==> src/rtl/lsu_mem_port_if.sv <==
// Core-side request/response and RAM-side signals of the LSU data-RAM port.
// The slave modport is the LSU itself; the master modport is the core plus RAM environment.
interface lsu_mem_port_if #(
    parameter int unsigned ADDR_W = 8
);
    logic              req_valid;
    logic              req_ready;
    logic              req_we;
    logic [2:0]        req_funct3;
    logic [31:0]       req_addr;
    logic [31:0]       req_wdata;
    logic              rsp_valid;
    logic [31:0]       rsp_rdata;
    logic              rsp_err;
    logic              mem_w_en;
    logic [ADDR_W-1:0] mem_address;
    logic [3:0]        mem_masking;
    logic [31:0]       mem_write_data;
    logic [31:0]       mem_read_data;

    modport master (
        output req_valid, req_we, req_funct3, req_addr, req_wdata, mem_read_data,
        input  req_ready, rsp_valid, rsp_rdata, rsp_err,
        input  mem_w_en, mem_address, mem_masking, mem_write_data
    );

    modport slave (
        input  req_valid, req_we, req_funct3, req_addr, req_wdata, mem_read_data,
        output req_ready, rsp_valid, rsp_rdata, rsp_err,
        output mem_w_en, mem_address, mem_masking, mem_write_data
    );
endinterface

==> src/rtl/lsu_mem_port.sv <==
// RV32I load/store unit driving a 1-cycle registered, byte-masked data RAM.
// One request per handshake; misaligned or illegal accesses complete with rsp_err and never touch RAM.
module lsu_mem_port #(
    parameter int unsigned ADDR_W = 8
) (
    input  logic           clk,
    input  logic           rst_n,
    lsu_mem_port_if.slave  io_bus
);
    localparam int unsigned DATA_W = 32;

    typedef enum logic [1:0] {
        S_IDLE   = 2'd0,
        S_ACCESS = 2'd1,
        S_READ   = 2'd2,
        S_RESP   = 2'd3
    } state_t;

    state_t              r_state,          w_state_nxt;
    logic                r_we,             w_we_nxt;
    logic [2:0]          r_funct3,         w_funct3_nxt;
    logic [1:0]          r_addr_lo,        w_addr_lo_nxt;
    logic                r_req_ready,      w_req_ready_nxt;
    logic                r_rsp_valid,      w_rsp_valid_nxt;
    logic [DATA_W-1:0]   r_rsp_rdata,      w_rsp_rdata_nxt;
    logic                r_rsp_err,        w_rsp_err_nxt;
    logic                r_mem_w_en,       w_mem_w_en_nxt;
    logic [ADDR_W-1:0]   r_mem_address,    w_mem_address_nxt;
    logic [3:0]          r_mem_masking,    w_mem_masking_nxt;
    logic [DATA_W-1:0]   r_mem_write_data, w_mem_write_data_nxt;

    logic                w_req_err;
    logic [3:0]          w_st_mask;
    logic [DATA_W-1:0]   w_st_data;
    logic [7:0]          w_ld_byte;
    logic [15:0]         w_ld_half;
    logic [DATA_W-1:0]   w_ld_data;
    logic                w_unused_addr;

    // Byte address bits above the RAM range wrap and are intentionally dropped.
    assign w_unused_addr = ^{io_bus.req_addr[31:ADDR_W+2]};

    // Alignment and funct3 legality of the incoming request.
    always_comb begin
        w_req_err = 1'b0;
        case (io_bus.req_funct3)
            3'b000:  w_req_err = 1'b0;
            3'b001:  w_req_err = io_bus.req_addr[0];
            3'b010:  w_req_err = |io_bus.req_addr[1:0];
            3'b100:  w_req_err = io_bus.req_we;
            3'b101:  w_req_err = io_bus.req_we | io_bus.req_addr[0];
            default: w_req_err = 1'b1;
        endcase
    end

    // Store lane mask and lane-replicated write data.
    always_comb begin
        w_st_mask = 4'b1111;
        w_st_data = io_bus.req_wdata;
        case (io_bus.req_funct3[1:0])
            2'b00: begin
                w_st_mask = 4'b0001 << io_bus.req_addr[1:0];
                w_st_data = {4{io_bus.req_wdata[7:0]}};
            end
            2'b01: begin
                w_st_mask = 4'b0011 << io_bus.req_addr[1:0];
                w_st_data = {2{io_bus.req_wdata[15:0]}};
            end
            default: begin
                w_st_mask = 4'b1111;
                w_st_data = io_bus.req_wdata;
            end
        endcase
    end

    // Load lane select and extension from the latched address and funct3.
    always_comb begin
        w_ld_byte = io_bus.mem_read_data[7:0];
        case (r_addr_lo)
            2'd0:    w_ld_byte = io_bus.mem_read_data[7:0];
            2'd1:    w_ld_byte = io_bus.mem_read_data[15:8];
            2'd2:    w_ld_byte = io_bus.mem_read_data[23:16];
            default: w_ld_byte = io_bus.mem_read_data[31:24];
        endcase
        w_ld_half = r_addr_lo[1] ? io_bus.mem_read_data[31:16] : io_bus.mem_read_data[15:0];
        case (r_funct3)
            3'b000:  w_ld_data = {{24{w_ld_byte[7]}}, w_ld_byte};
            3'b001:  w_ld_data = {{16{w_ld_half[15]}}, w_ld_half};
            3'b100:  w_ld_data = {24'd0, w_ld_byte};
            3'b101:  w_ld_data = {16'd0, w_ld_half};
            default: w_ld_data = io_bus.mem_read_data;
        endcase
    end

    // Next-state and registered-output logic.
    always_comb begin
        w_state_nxt          = r_state;
        w_we_nxt             = r_we;
        w_funct3_nxt         = r_funct3;
        w_addr_lo_nxt        = r_addr_lo;
        w_rsp_valid_nxt      = 1'b0;
        w_rsp_rdata_nxt      = r_rsp_rdata;
        w_rsp_err_nxt        = r_rsp_err;
        w_mem_w_en_nxt       = 1'b0;
        w_mem_address_nxt    = r_mem_address;
        w_mem_masking_nxt    = 4'b0000;
        w_mem_write_data_nxt = r_mem_write_data;

        case (r_state)
            S_IDLE: begin
                if (io_bus.req_valid) begin
                    w_we_nxt          = io_bus.req_we;
                    w_funct3_nxt      = io_bus.req_funct3;
                    w_addr_lo_nxt     = io_bus.req_addr[1:0];
                    w_mem_address_nxt = io_bus.req_addr[ADDR_W+1:2];
                    if (w_req_err) begin
                        w_state_nxt     = S_RESP;
                        w_rsp_valid_nxt = 1'b1;
                        w_rsp_err_nxt   = 1'b1;
                        w_rsp_rdata_nxt = '0;
                    end else begin
                        w_state_nxt = S_ACCESS;
                        if (io_bus.req_we) begin
                            w_mem_w_en_nxt       = 1'b1;
                            w_mem_masking_nxt    = w_st_mask;
                            w_mem_write_data_nxt = w_st_data;
                        end
                    end
                end
            end
            S_ACCESS: begin
                if (r_we) begin
                    w_state_nxt     = S_RESP;
                    w_rsp_valid_nxt = 1'b1;
                    w_rsp_err_nxt   = 1'b0;
                    w_rsp_rdata_nxt = '0;
                end else begin
                    w_state_nxt = S_READ;
                end
            end
            S_READ: begin
                w_state_nxt     = S_RESP;
                w_rsp_valid_nxt = 1'b1;
                w_rsp_err_nxt   = 1'b0;
                w_rsp_rdata_nxt = w_ld_data;
            end
            default: begin
                w_state_nxt = S_IDLE;
            end
        endcase

        w_req_ready_nxt = (w_state_nxt == S_IDLE);
    end

    always_ff @(posedge clk or negedge rst_n) begin
        if (!rst_n) begin
            r_state          <= S_IDLE;
            r_we             <= 1'b0;
            r_funct3         <= 3'd0;
            r_addr_lo        <= 2'd0;
            r_req_ready      <= 1'b1;
            r_rsp_valid      <= 1'b0;
            r_rsp_rdata      <= '0;
            r_rsp_err        <= 1'b0;
            r_mem_w_en       <= 1'b0;
            r_mem_address    <= '0;
            r_mem_masking    <= 4'b0000;
            r_mem_write_data <= '0;
        end else begin
            r_state          <= w_state_nxt;
            r_we             <= w_we_nxt;
            r_funct3         <= w_funct3_nxt;
            r_addr_lo        <= w_addr_lo_nxt;
            r_req_ready      <= w_req_ready_nxt;
            r_rsp_valid      <= w_rsp_valid_nxt;
            r_rsp_rdata      <= w_rsp_rdata_nxt;
            r_rsp_err        <= w_rsp_err_nxt;
            r_mem_w_en       <= w_mem_w_en_nxt;
            r_mem_address    <= w_mem_address_nxt;
            r_mem_masking    <= w_mem_masking_nxt;
            r_mem_write_data <= w_mem_write_data_nxt;
        end
    end

    assign io_bus.req_ready      = r_req_ready;
    assign io_bus.rsp_valid      = r_rsp_valid;
    assign io_bus.rsp_rdata      = r_rsp_rdata;
    assign io_bus.rsp_err        = r_rsp_err;
    assign io_bus.mem_w_en       = r_mem_w_en;
    assign io_bus.mem_address    = r_mem_address;
    assign io_bus.mem_masking    = r_mem_masking;
    assign io_bus.mem_write_data = r_mem_write_data;

endmodule
==> src/flat_wrapper.sv <==
// flat-port wrapper written by rule: the top's interface ports become plain ports
module lsu_mem_port_flat 
#(
    parameter int unsigned ADDR_W = 8
)
  (clk, rst_n, io_bus_req_valid, io_bus_req_we, io_bus_req_funct3, io_bus_req_addr, io_bus_req_wdata, io_bus_mem_read_data, io_bus_req_ready, io_bus_rsp_valid, io_bus_rsp_rdata, io_bus_rsp_err, io_bus_mem_w_en, io_bus_mem_address, io_bus_mem_masking, io_bus_mem_write_data);
  lsu_mem_port_if #(.ADDR_W(ADDR_W)) io_bus_i ();
  input  logic clk;
  input  logic rst_n;
  input wire logic [$bits(io_bus_i.req_valid)-1:0] io_bus_req_valid;
  input wire logic [$bits(io_bus_i.req_we)-1:0] io_bus_req_we;
  input wire logic [$bits(io_bus_i.req_funct3)-1:0] io_bus_req_funct3;
  input wire logic [$bits(io_bus_i.req_addr)-1:0] io_bus_req_addr;
  input wire logic [$bits(io_bus_i.req_wdata)-1:0] io_bus_req_wdata;
  input wire logic [$bits(io_bus_i.mem_read_data)-1:0] io_bus_mem_read_data;
  output wire logic [$bits(io_bus_i.req_ready)-1:0] io_bus_req_ready;
  output wire logic [$bits(io_bus_i.rsp_valid)-1:0] io_bus_rsp_valid;
  output wire logic [$bits(io_bus_i.rsp_rdata)-1:0] io_bus_rsp_rdata;
  output wire logic [$bits(io_bus_i.rsp_err)-1:0] io_bus_rsp_err;
  output wire logic [$bits(io_bus_i.mem_w_en)-1:0] io_bus_mem_w_en;
  output wire logic [$bits(io_bus_i.mem_address)-1:0] io_bus_mem_address;
  output wire logic [$bits(io_bus_i.mem_masking)-1:0] io_bus_mem_masking;
  output wire logic [$bits(io_bus_i.mem_write_data)-1:0] io_bus_mem_write_data;
  assign io_bus_i.req_valid = io_bus_req_valid;
  assign io_bus_i.req_we = io_bus_req_we;
  assign io_bus_i.req_funct3 = io_bus_req_funct3;
  assign io_bus_i.req_addr = io_bus_req_addr;
  assign io_bus_i.req_wdata = io_bus_req_wdata;
  assign io_bus_i.mem_read_data = io_bus_mem_read_data;
  assign io_bus_req_ready = io_bus_i.req_ready;
  assign io_bus_rsp_valid = io_bus_i.rsp_valid;
  assign io_bus_rsp_rdata = io_bus_i.rsp_rdata;
  assign io_bus_rsp_err = io_bus_i.rsp_err;
  assign io_bus_mem_w_en = io_bus_i.mem_w_en;
  assign io_bus_mem_address = io_bus_i.mem_address;
  assign io_bus_mem_masking = io_bus_i.mem_masking;
  assign io_bus_mem_write_data = io_bus_i.mem_write_data;
  lsu_mem_port #(.ADDR_W(ADDR_W)) u_core (.clk(clk), .rst_n(rst_n), .io_bus(io_bus_i));
endmodule
==> config.mk <==
export PLATFORM = sky130hd
export DESIGN_NAME = lsu_mem_port_flat
export DESIGN_NICKNAME = d
export VERILOG_FILES = /design/src/rtl/lsu_mem_port_if.sv /design/src/rtl/lsu_mem_port.sv /design/src/flat_wrapper.sv
export SDC_FILE = /design/constraint.sdc
export NUM_CORES = 1
export LEC_CHECK = 0
export CAP_MARGIN = 10
export CELL_PAD_IN_SITES_DETAIL_PLACEMENT = 1
export CELL_PAD_IN_SITES_GLOBAL_PLACEMENT = 2
export CORE_ASPECT_RATIO = 1.5
export CORE_UTILIZATION = 25
export DETAILED_ROUTE_END_ITERATION = 10
export PLACE_DENSITY = 0.8
export REMOVE_ABC_BUFFERS = 1
export SLEW_MARGIN = 20
export SYNTH_ARGS = -nofsm -noshare
export SYNTH_HDL_FRONTEND = slang
export SYNTH_SLANG_ARGS = --single-unit
==> constraint.sdc <==
create_clock -name clk -period 2.35 [get_ports clk]
set_clock_uncertainty 0.1 [all_clocks]
set_input_delay 0.5875 -clock clk [delete_from_list [all_inputs] [get_ports clk]]
set_output_delay 0.5875 -clock clk [all_outputs]
set_load 0.02 [all_outputs]
==> results.json, run 1 <==
{
  "initial_utilization": 0.2557,
  "cts_made_buffers": 9,
  "period_share": 0.9537,
  "grt_pass1_wl_um": 23190,
  "wl_per_cell_um": 17.98,
  "post_cts_buffers": 0,
  "cts_tree": "done",
  "utilization": 0.3958,
  "clock-sinks": 88,
  "clock_path_buffers": 2,
  "p_clk_frac": 0.182,
  "htreeDepth": 3,
  "place_hpwl_um": 11180,
  "antenna_cells": 0,
  "critPathRequiredTime_ns": 2.49,
  "yosys.cell_types.count": 42,
  "track_usage": 0.1721,
  "max_freq_ghz": 0.4462,
  "antenna_found_initial": 0,
  "gp_congestion": 0.7843,
  "ir_drop_v": 0.0005673,
  "cp-start-kind": "input pin",
  "drtPass1Iterations": 4,
  "cts-root-buf": "clkbuf_16",
  "worstPathArrival_ns": 2.38,
  "power.internal_uw": 5198,
  "path_class": "in -> reg",
  "stdcell_area_sq_um": 6664,
  "vias_per_cell": 4.850,
  "drt-initial-drc-count": 77,
  "synth_top_area_cell": "dfrtp_1",
  "syn_inst": 412,
  "critPathMaxFanout": 16,
  "grt_pass1_vias": 4395,
  "fillers": 1924,
  "insertion_delay_ns": 0.34,
  "pwr-share-comb": 0.523,
  "wl_um": 14490,
  "detail-route-antenna-nets": 0,
  "io_buffers": 160,
  "max_cap_viol_count": 0,
  "syn_area_per_cell_sq_um": 10.45,
  "dp.cells": 790,
  "yosys.area.top_type_share": 0.5057,
  "die_x_um": 109.2,
  "layoutNonFillerInstCount": 806,
  "netlist_area_sq_um": 4305,
  "sw_frac_of_total": 0.4074,
  "ys_seq_elements": 88,
  "grt_max_degree": 41,
  "relSlewSlack": 0.3879,
  "yosysMostFrequentCell": "dfrtp_1",
  "drive_above_1_share": 0.1644,
  "holdCritPathClass": "in -> async",
  "die_h_um": 162.7,
  "hold_violations": 0,
  "hold_buffers": 0,
  "dieArea_sq_um": 17760,
  "rsz0062_at_grt": "no",
  "grt-ovfl-total": 0,
  "yosys_warnings": 0,
  "worstSetupEndpointType": "flop",
  "synth_ff_type": "dfrtp_1",
  "vias": 3909,
  "slew_viol_final": 0,
  "pin_count": 183,
  "drc": 0,
  "synth-edff-count": 0,
  "setup_viol": 0,
  "power.switching_uw": 3574,
  "cts.clk_slew.worst_paths_ns": 0.07,
  "placementRows": 58,
  "nets": 698,
  "synthTopCellsByArea": "dfrtp_1, o21ai_0, mux2i_1, mux2_2, o31ai_2",
  "syn_to_final_growth_pct": 54.78,
  "core_area_sq_um": 16840,
  "status": "complete, no violations",
  "post_cts_resized": 0,
  "async_flop_share": 1.000,
  "post-route-min-period_ns": 2.241,
  "seqPwrFrac": 0.295,
  "power_density_nw_per_um2": 1316,
  "place_area_sq_um": 6336,
  "synth.cells.most_frequent": "dfrtp_1, o21ai_0, nand2_1, nor2_1, mux2i_1",
  "ys_seq_area_frac": 0.5118,
  "p_leak_uw": 0.002817,
  "worst_pin_slew_ns": 0.9148
}
[logic make-up (layout without fill, tap and decap cells)]
logic type,Yosys count,after routing,synth area share
compound gates,149,149,0.2238
fa+ha+maj,4,4,0.01162
buf+inv,40,224,0.04417
flops,88,88,0.5118
mux,51,51,0.1282
simple gates,80,80,0.08050
[cells in the final DEF, fill, tap and decap left out, drive strengths merged, types with 2 or more instances in the layout]
cell type        n
clkdlybuf4s50  159
dfrtp           87
o21ai           77
buf             39
nand2           33
nor2            31
o31ai           29
mux2i           27
a21oi           25
mux2            23
inv             12
clkbuf           9
a222oi           5
ha               4
nor2b            3
or3              3
o221ai           3
a31o             2
bufinv           2
a221oi           2
o21bai           2
or2              2
clkinv           2
[critical path, stage by stage]
cell and delay (ns):
clkdlybuf4s50_1 0.64, a221oi_2 0.11, o21a_1 0.22, or2_1 0.29, buf_4 0.23, o31ai_1 0.29
[through the flow]
stage,setup TNS [ns],hold WS [ns],setup WS (ns),total power (uW)
after CTS,0,0.08215,0.1082,8905
after detailed placement,-9.229,0.3695,-0.2336,7253
after floorplan,-42.66,0.1919,-0.9625,4902
after global placement,-7.077,0.3620,-0.1817,7114
final,0,0.07994,0.1087,8772
after global routing,0,0.1057,0.03972,9338
[sequential cells by signal (all words and copies together) (netlist names)]
register                      cells
u_core.r_funct3                   3
u_core.io_bus.mem_masking         4
u_core.io_bus.mem_address         8
u_core.r_we                       1
u_core.io_bus.mem_w_en            1
u_core.io_bus.rsp_err             1
u_core.r_addr_lo                  2
u_core.io_bus.mem_write_data     32
u_core.io_bus.rsp_valid           1
u_core.io_bus.req_ready           1
u_core.io_bus.rsp_rdata          32
u_core.r_state                    2
[power by group through the flow]
stage / Sequential, uW / Clock [uW] / Combinational (uW)
floorplan: 3310 / 0 / 1600
global placement: 2590 / 0 / 4530
detailed placement: 2630 / 0 / 4630
CTS: 2600 / 1640 / 4660
global route: 2680 / 1690 / 4970
finish: 2590 / 1590 / 4590
[metal layers]
| metal | vias to the layer above | part of all wire | GRT usage |
|---|---|---|---|
| met1 | 1924 | 0.37 | 0.1788 |
| met5 | - | 0 | 0 |
| met4 | 0 | 0.022 | 0.07064 |
| met2 | 125 | 0.54 | 0.3188 |
| met3 | 17 | 0.069 | 0.04562 |
| li1 | 1843 | - | - |
[final timing paths]
check | from | to | slack (ns) | depth (start not counted)
setup / recovery | io_bus_req_funct3[0] | u_core.io_bus.rsp_rdata[10]$_DFFE_PN0P_ | 0.11 | 6
setup reg to reg | u_core.r_state[0]$_DFF_PN0_ | u_core.io_bus.rsp_rdata[10]$_DFFE_PN0P_ | 0.18 | 7
hold reg to reg | u_core.io_bus.mem_write_data[31]$_DFFE_PN0P_ | u_core.io_bus.mem_write_data[31]$_DFFE_PN0P_ | 0.38 | 2
hold / removal | rst_n | u_core.io_bus.mem_write_data[4]$_DFFE_PN0P_ | 0.08 | 1
max in group asynchronous | rst_n | u_core.io_bus.rsp_rdata[29]$_DFFE_PN0P_ | 1.42 | 2
min in group clk | u_core.io_bus.mem_write_data[31]$_DFFE_PN0P_ | u_core.io_bus.mem_write_data[31]$_DFFE_PN0P_ | 0.38 | 2
[final cells by class]
type	count	area [sq um]	area share
clock buffers	9	225.2	0.03380
clock inverters	7	102.6	0.01540
inverters	10	37.54	0.005633
multi-input cells	284	1923	0.2886
flip-flops and latches	88	2203	0.3306
well taps	210	262.8	0.03943
repair buffers	198	1909	0.2865
No activity file was read; power rests on OpenSTA's default activity.
==> inputs of run 2 (changes only) <==
--- a/config.mk
+++ b/config.mk
@@ -12,7 +12,6 @@
 export CORE_UTILIZATION = 25
 export DETAILED_ROUTE_END_ITERATION = 10
 export PLACE_DENSITY = 0.8
-export REMOVE_ABC_BUFFERS = 1
 export SLEW_MARGIN = 20
 export SYNTH_ARGS = -nofsm -noshare
 export SYNTH_HDL_FRONTEND = slang
==> run 2 against run 1 <==
Power about the same. Global-route usage increased by 0.11 points. Cell area about the same. Critical path depth unchanged. Maximum frequency decreased by 3.2%. Die area unchanged. Wire length increased by 2.9%. Final cell count decreased by 0.12%. Core utilization about the same.
==> results.json, run 2 (same netlist as run 1, synthesis figures left out) <==
{
  "vias_per_cell": 4.959,
  "detail-route-antenna-nets": 0,
  "ir_drop_v": 0.0005251,
  "cp_top_family": "buffers and inverters",
  "worstSetupEndpointType": "flop",
  "vias": 3992,
  "max_cap_viol_count": 0,
  "post-route-min-period_ns": 2.316,
  "power_uw": 8776,
  "antenna_found_initial": 0,
  "period_share": 0.9857,
  "core_area_sq_um": 16840,
  "dieArea_sq_um": 17760,
  "worstPathArrival_ns": 2.42,
  "die_x_um": 109.2,
  "critPathMaxFanout": 10,
  "cts.clk_slew.worst_paths_ns": 0.07,
  "nets": 697,
  "cts_made_buffers": 9,
  "io_buffers": 160,
  "worst_pin_slew_ns": 0.6530,
  "clock-sinks": 88,
  "drive_above_1_share": 0.1597,
  "grt-ovfl-total": 0,
  "utilization": 0.3959,
  "cp-start-kind": "input pin",
  "drt-initial-drc-count": 140,
  "crit_buf_inv": 2,
  "power_density_nw_per_um2": 1317,
  "holdCritPathClass": "in -> async",
  "grt_max_degree": 89,
  "post_cts_buffers": 0,
  "cts-root-buf": "clkbuf_16",
  "htreeDepth": 3,
  "syn_to_final_growth_pct": 54.81,
  "rsz0062_at_grt": "no",
  "status": "complete, no violations",
  "fin_tns_setup_ns": 0,
  "syn-num-nets": 519,
  "grt_pass1_vias": 4514,
  "path_class": "in -> reg",
  "clock_path_buffers": 2,
  "mostFrequentLayoutCell": "clkdlybuf4s50_1",
  "insertion_delay_ns": 0.33,
  "critical_path.cell_chain": "clkdlybuf4s50_1 -> mux4_2 -> and3_1 -> o221ai_4 -> buf_4 -> o31ai_1",
  "regToRegSetupSlack_ns": 0.22,
  "wl_um": 14900,
  "antenna_cells": 0,
  "place_hpwl_um": 11320,
  "final_cell_mix": "clkdlybuf4s50_1, dfrtp_1, o21ai_0",
  "grt_pass1_wl_um": 23440,
  "critical-path-max-stage-delay_ns": 0.53,
  "stdcell_area_sq_um": 6665,
  "gp_congestion": 0.8508,
  "track_usage": 0.1732,
  "pin_count": 183,
  "relSlewSlack": 0.5600,
  "initial_utilization": 0.2557,
  "place_area_sq_um": 6354,
  "critPathRequiredTime_ns": 2.46,
  "setup_viol": 0,
  "crit_slowest_cell": "mux4_2",
  "hold_violations": 0,
  "drc": 0,
  "cts_tree": "done",
  "drtPass1Iterations": 5,
  "max_freq_ghz": 0.4317,
  "wl_per_cell_um": 18.51,
  "slew_viol_final": 0,
  "placementRows": 58,
  "die_h_um": 162.7,
  "p_leak_uw": 0.002815
}
[run 2: cell count changes in the layout (fill, tap and decap cells not counted), moves of 2 or more]
cell / before / now
buf_12: 2 / 4
buf_4: 37 / 34
clkbuf_1: 0 / 3
inv_6: 3 / 0
[run 2: where the power goes]
part	leakage, uW	internal (uW)	switching [uW]
Combinational	0.00153	2120	2530
Sequential	0.00113	2190	409
Clock	0.000147	932	593
[run 2: per-stage QoR]
| stage | hold WS [ns] | setup WS (ns) | cells |
|---|---|---|---|
| final | 0.1884 | 0.03372 | 805 |
| after CTS | 0.2118 | 0.06369 | 805 |
| after floorplan | 0.1919 | 0.2763 | 412 |
| after detailed placement | 0.3732 | -0.2890 | 789 |
| after global routing | 0.2327 | 0.01388 | 805 |
| after global placement | 0.3598 | -0.1984 | 789 |
[run 2: worst paths after layout]
check | from | end | cells after the start
max | io_bus_mem_read_data[15] | u_core.io_bus.rsp_rdata[25]$_DFFE_PN0P_ | 6
min | rst_n | u_core.io_bus.rsp_rdata[30]$_DFFE_PN0P_ | 2
max reg2reg | u_core.r_state[1]$_DFF_PN0_ | u_core.io_bus.rsp_rdata[28]$_DFFE_PN0P_ | 7
min reg2reg | u_core.io_bus.mem_write_data[8]$_DFFE_PN0P_ | u_core.io_bus.mem_write_data[8]$_DFFE_PN0P_ | 2
max in group asynchronous | rst_n | u_core.io_bus.mem_write_data[11]$_DFFE_PN0P_ | 2
min in group clk | u_core.io_bus.mem_write_data[8]$_DFFE_PN0P_ | u_core.io_bus.mem_write_data[8]$_DFFE_PN0P_ | 2
[run 2: cell type report]
class / count / area, sq um
flip-flops and latches: 88 / 2203
fillers: 1915 / 10170
well taps: 210 / 262.8
clock inverters: 4 / 72.57
inverters: 10 / 37.54
clock buffers: 12 / 236.5
multi-input cells: 284 / 1926
repair buffers: 197 / 1927
[run 2: routing by layer]
layer / up-vias / global-route usage / part of all wire / wire length (um)
met2: 135 / 0.3162 / 0.54 / 8061
met5: - / 0 / 0 / 0
met3: 19 / 0.04882 / 0.073 / 1082
met4: 0 / 0.06695 / 0.022 / 335
met1: 2002 / 0.1838 / 0.36 / 5424
li1: 1836 / - / - / -
[run 2: what timing repair did]
item,CTS,global route
setup endpoints to repair,0,5
hold buffers,0,0
resized for setup,0,1
==> inputs of run 3 (changes only) <==
--- a/config.mk
+++ b/config.mk
@@ -6,13 +6,11 @@
 export NUM_CORES = 1
 export LEC_CHECK = 0
 export CAP_MARGIN = 10
-export CELL_PAD_IN_SITES_DETAIL_PLACEMENT = 1
-export CELL_PAD_IN_SITES_GLOBAL_PLACEMENT = 2
 export CORE_ASPECT_RATIO = 1.5
-export CORE_UTILIZATION = 25
+export CORE_UTILIZATION = 43
 export DETAILED_ROUTE_END_ITERATION = 10
-export PLACE_DENSITY = 0.8
-export SLEW_MARGIN = 20
+export PLACE_DENSITY = 0.81
+export SLEW_MARGIN = 5
 export SYNTH_ARGS = -nofsm -noshare
 export SYNTH_HDL_FRONTEND = slang
 export SYNTH_SLANG_ARGS = --single-unit
==> run 3 against run 2 <==
Register-to-register slack gained 0.03 ns. Die area shrank 41%. Worst hold slack lost 0.098 ns. Combinational power shrank 3%. Via count shrank 0.25%. Critical path depth is the same. Final cell count shrank 12%. Sequential share of layout area grew 0.44 points. Power grew 0.11%. Global-route usage grew 7.7 points.
==> results.json, run 3 (same netlist as run 1, synthesis figures left out) <==
{
  "status": "complete, no violations",
  "path_class": "in -> reg",
  "critPathMaxFanout": 16,
  "sw_frac_of_total": 0.3947,
  "relSlewSlack": 0.3437,
  "antenna_cells": 0,
  "grt_max_degree": 34,
  "initial_utilization": 0.4443,
  "grt-ovfl-total": 0,
  "slew_viol_final": 0,
  "hold_violations": 0,
  "regToRegSetupSlack_ns": 0.25,
  "max_freq_ghz": 0.4655,
  "critical_path.cell_chain": "clkdlybuf4s50_1 -> mux4_2 -> and3_1 -> o221ai_4 -> buf_12 -> o31ai_1",
  "power.internal_uw": 5318,
  "fillers": 778,
  "core_area_sq_um": 9689,
  "grt_pass1_vias": 4140,
  "wl_per_cell_um": 17.87,
  "setup.worst_path.start": "io_bus_mem_read_data[31]",
  "vias_per_cell": 5.616,
  "clock_path_buffers": 2,
  "rr_startpoint": "u_core.r_state[0]$_DFF_PN0_",
  "drt-initial-drc-count": 208,
  "io_buffers": 160,
  "setup_viol": 0,
  "placementRows": 44,
  "dieArea_sq_um": 10420,
  "cts_tree": "done",
  "syn-num-nets": 519,
  "die_h_um": 124.6,
  "post_cts_resized": 0,
  "holdCritPathClass": "in -> async",
  "final_cell_mix": "clkdlybuf4s50_1, dfrtp_1, o21ai_0",
  "htreeDepth": 3,
  "post_cts_buffers": 0,
  "rr_endpoint": "u_core.io_bus.rsp_rdata[0]$_DFFE_PN0P_",
  "worstSetupEndpointType": "flop",
  "nets": 696,
  "crit_slowest_cell": "mux4_2",
  "grt_pass1_wl_um": 20460,
  "cp-start-kind": "input pin",
  "stdcell_area_sq_um": 6578,
  "place_hpwl_um": 9490,
  "detail-route-antenna-nets": 0,
  "die_x_um": 83.70,
  "pwr-share-comb": 0.511,
  "drive_above_1_share": 0.1616,
  "p_clk_frac": 0.192,
  "rsz0062_at_grt": "no",
  "gp_congestion": 0.9042,
  "antenna_found_initial": 0,
  "p_leak_uw": 0.002831,
  "insertion_delay_ns": 0.34,
  "ir_drop_v": 0.0008164,
  "max_cap_viol_count": 0,
  "cts-root-buf": "clkbuf_16",
  "worst_pin_slew_ns": 0.9808,
  "power.switching_uw": 3468,
  "r2r.worst_path.cells": 7,
  "cts_made_buffers": 9,
  "mostFrequentLayoutCell": "clkdlybuf4s50_1",
  "hold_slack_ns": 0.09042,
  "drc": 0,
  "place_area_sq_um": 6227,
  "drtPass1Iterations": 5,
  "worstPathArrival_ns": 2.26,
  "period_share": 0.9141,
  "clock-sinks": 88,
  "cts.clk_slew.worst_paths_ns": 0.06,
  "vias": 3982,
  "critPathRequiredTime_ns": 2.47,
  "syn_to_final_growth_pct": 52.78,
  "wl_um": 12670,
  "track_usage": 0.2506,
  "seqPwrFrac": 0.297,
  "pin_count": 183,
  "power_density_nw_per_um2": 1336,
  "critical-path-max-stage-delay_ns": 0.53,
  "hold_buffers": 0,
  "post-route-min-period_ns": 2.148
}
## run 3: changes by cell type in the layout (fill, tap and decap cells not counted), sizes merged
| cell | before | now |
|---|---|---|
| clkinv | 2 | 1 |
| inv | 9 | 13 |
| clkbuf | 12 | 9 |
| bufinv | 2 | 3 |
| buf | 38 | 37 |
| clkinvlp | 1 | 0 |
## run 3: final cells by class
| cell class | instances | area [sq um] | area share |
|---|---|---|---|
| inverters | 10 | 37.54 | 0.005707 |
| clock buffers | 9 | 225.2 | 0.03424 |
| clock inverters | 7 | 125.1 | 0.01902 |
| multi-input cells | 284 | 1923 | 0.2924 |
| flip-flops and latches | 88 | 2203 | 0.3350 |
| repair buffers | 196 | 1919 | 0.2918 |
| well taps | 115 | 143.9 | 0.02188 |
## run 3: critical path: cells and delay by family
kind,cells,cell delay [ns]
compound gates,2,0.26
buf+inv,2,0.66
mux,1,0.53
simple gates,1,0.23
## run 3: power by group through the flow
stage          clock, uW  combinational (uW)  sequential, uW
6_report            1680                4490            2610
5_1_grt             1780                4810            2700
4_1_cts             1720                4510            2610
3_5_place_dp           0                4490            2630
3_3_place_gp           0                4370            2590
2_1_floorplan          0                1860            3250
## run 3: worst max-delay path by stage
stage | endpoint | slack [ns] | cells past startpoint
2_1_floorplan | u_core.io_bus.rsp_rdata[7]$_DFFE_PN0P_ | 0.28 | 6
3_3_place_gp | u_core.io_bus.mem_write_data[13]$_DFFE_PN0P_ | -0.08 | 4
3_5_place_dp | u_core.io_bus.mem_write_data[17]$_DFFE_PN0P_ | -0.15 | 7
4_1_cts | io_bus_req_ready | 0.20 | 1
5_1_grt | u_core.io_bus.mem_write_data[12]$_DFFE_PN0P_ | 0.07 | 4
6_report | u_core.io_bus.rsp_rdata[27]$_DFFE_PN0P_ | 0.20 | 6
## run 3: layer usage
layer / track usage / up-vias / share of wire
li1: - / 1846 / -
met1: 0.2816 / 1898 / 0.37
met2: 0.4290 / 209 / 0.50
met3: 0.07290 / 29 / 0.094
met4: 0.1246 / 0 / 0.033
met5: 0 / - / 0
## run 3: stage by stage
step | TNS, ns | util | power [uW] | worst slack [ns] | std cells
6_report | 0 | 0.6788 | 8786 | 0.2018 | 709
5_1_grt | 0 | 0.6788 | 9284 | 0.06774 | 709
2_1_floorplan | 0 | - | 5112 | 0.2763 | 412
4_1_cts | 0 | 0.6788 | 8840 | 0.1956 | 709
3_3_place_gp | -2.107 | 0.6427 | 6969 | -0.08294 | 693
3_5_place_dp | -4.134 | 0.6427 | 7115 | -0.1471 | 693
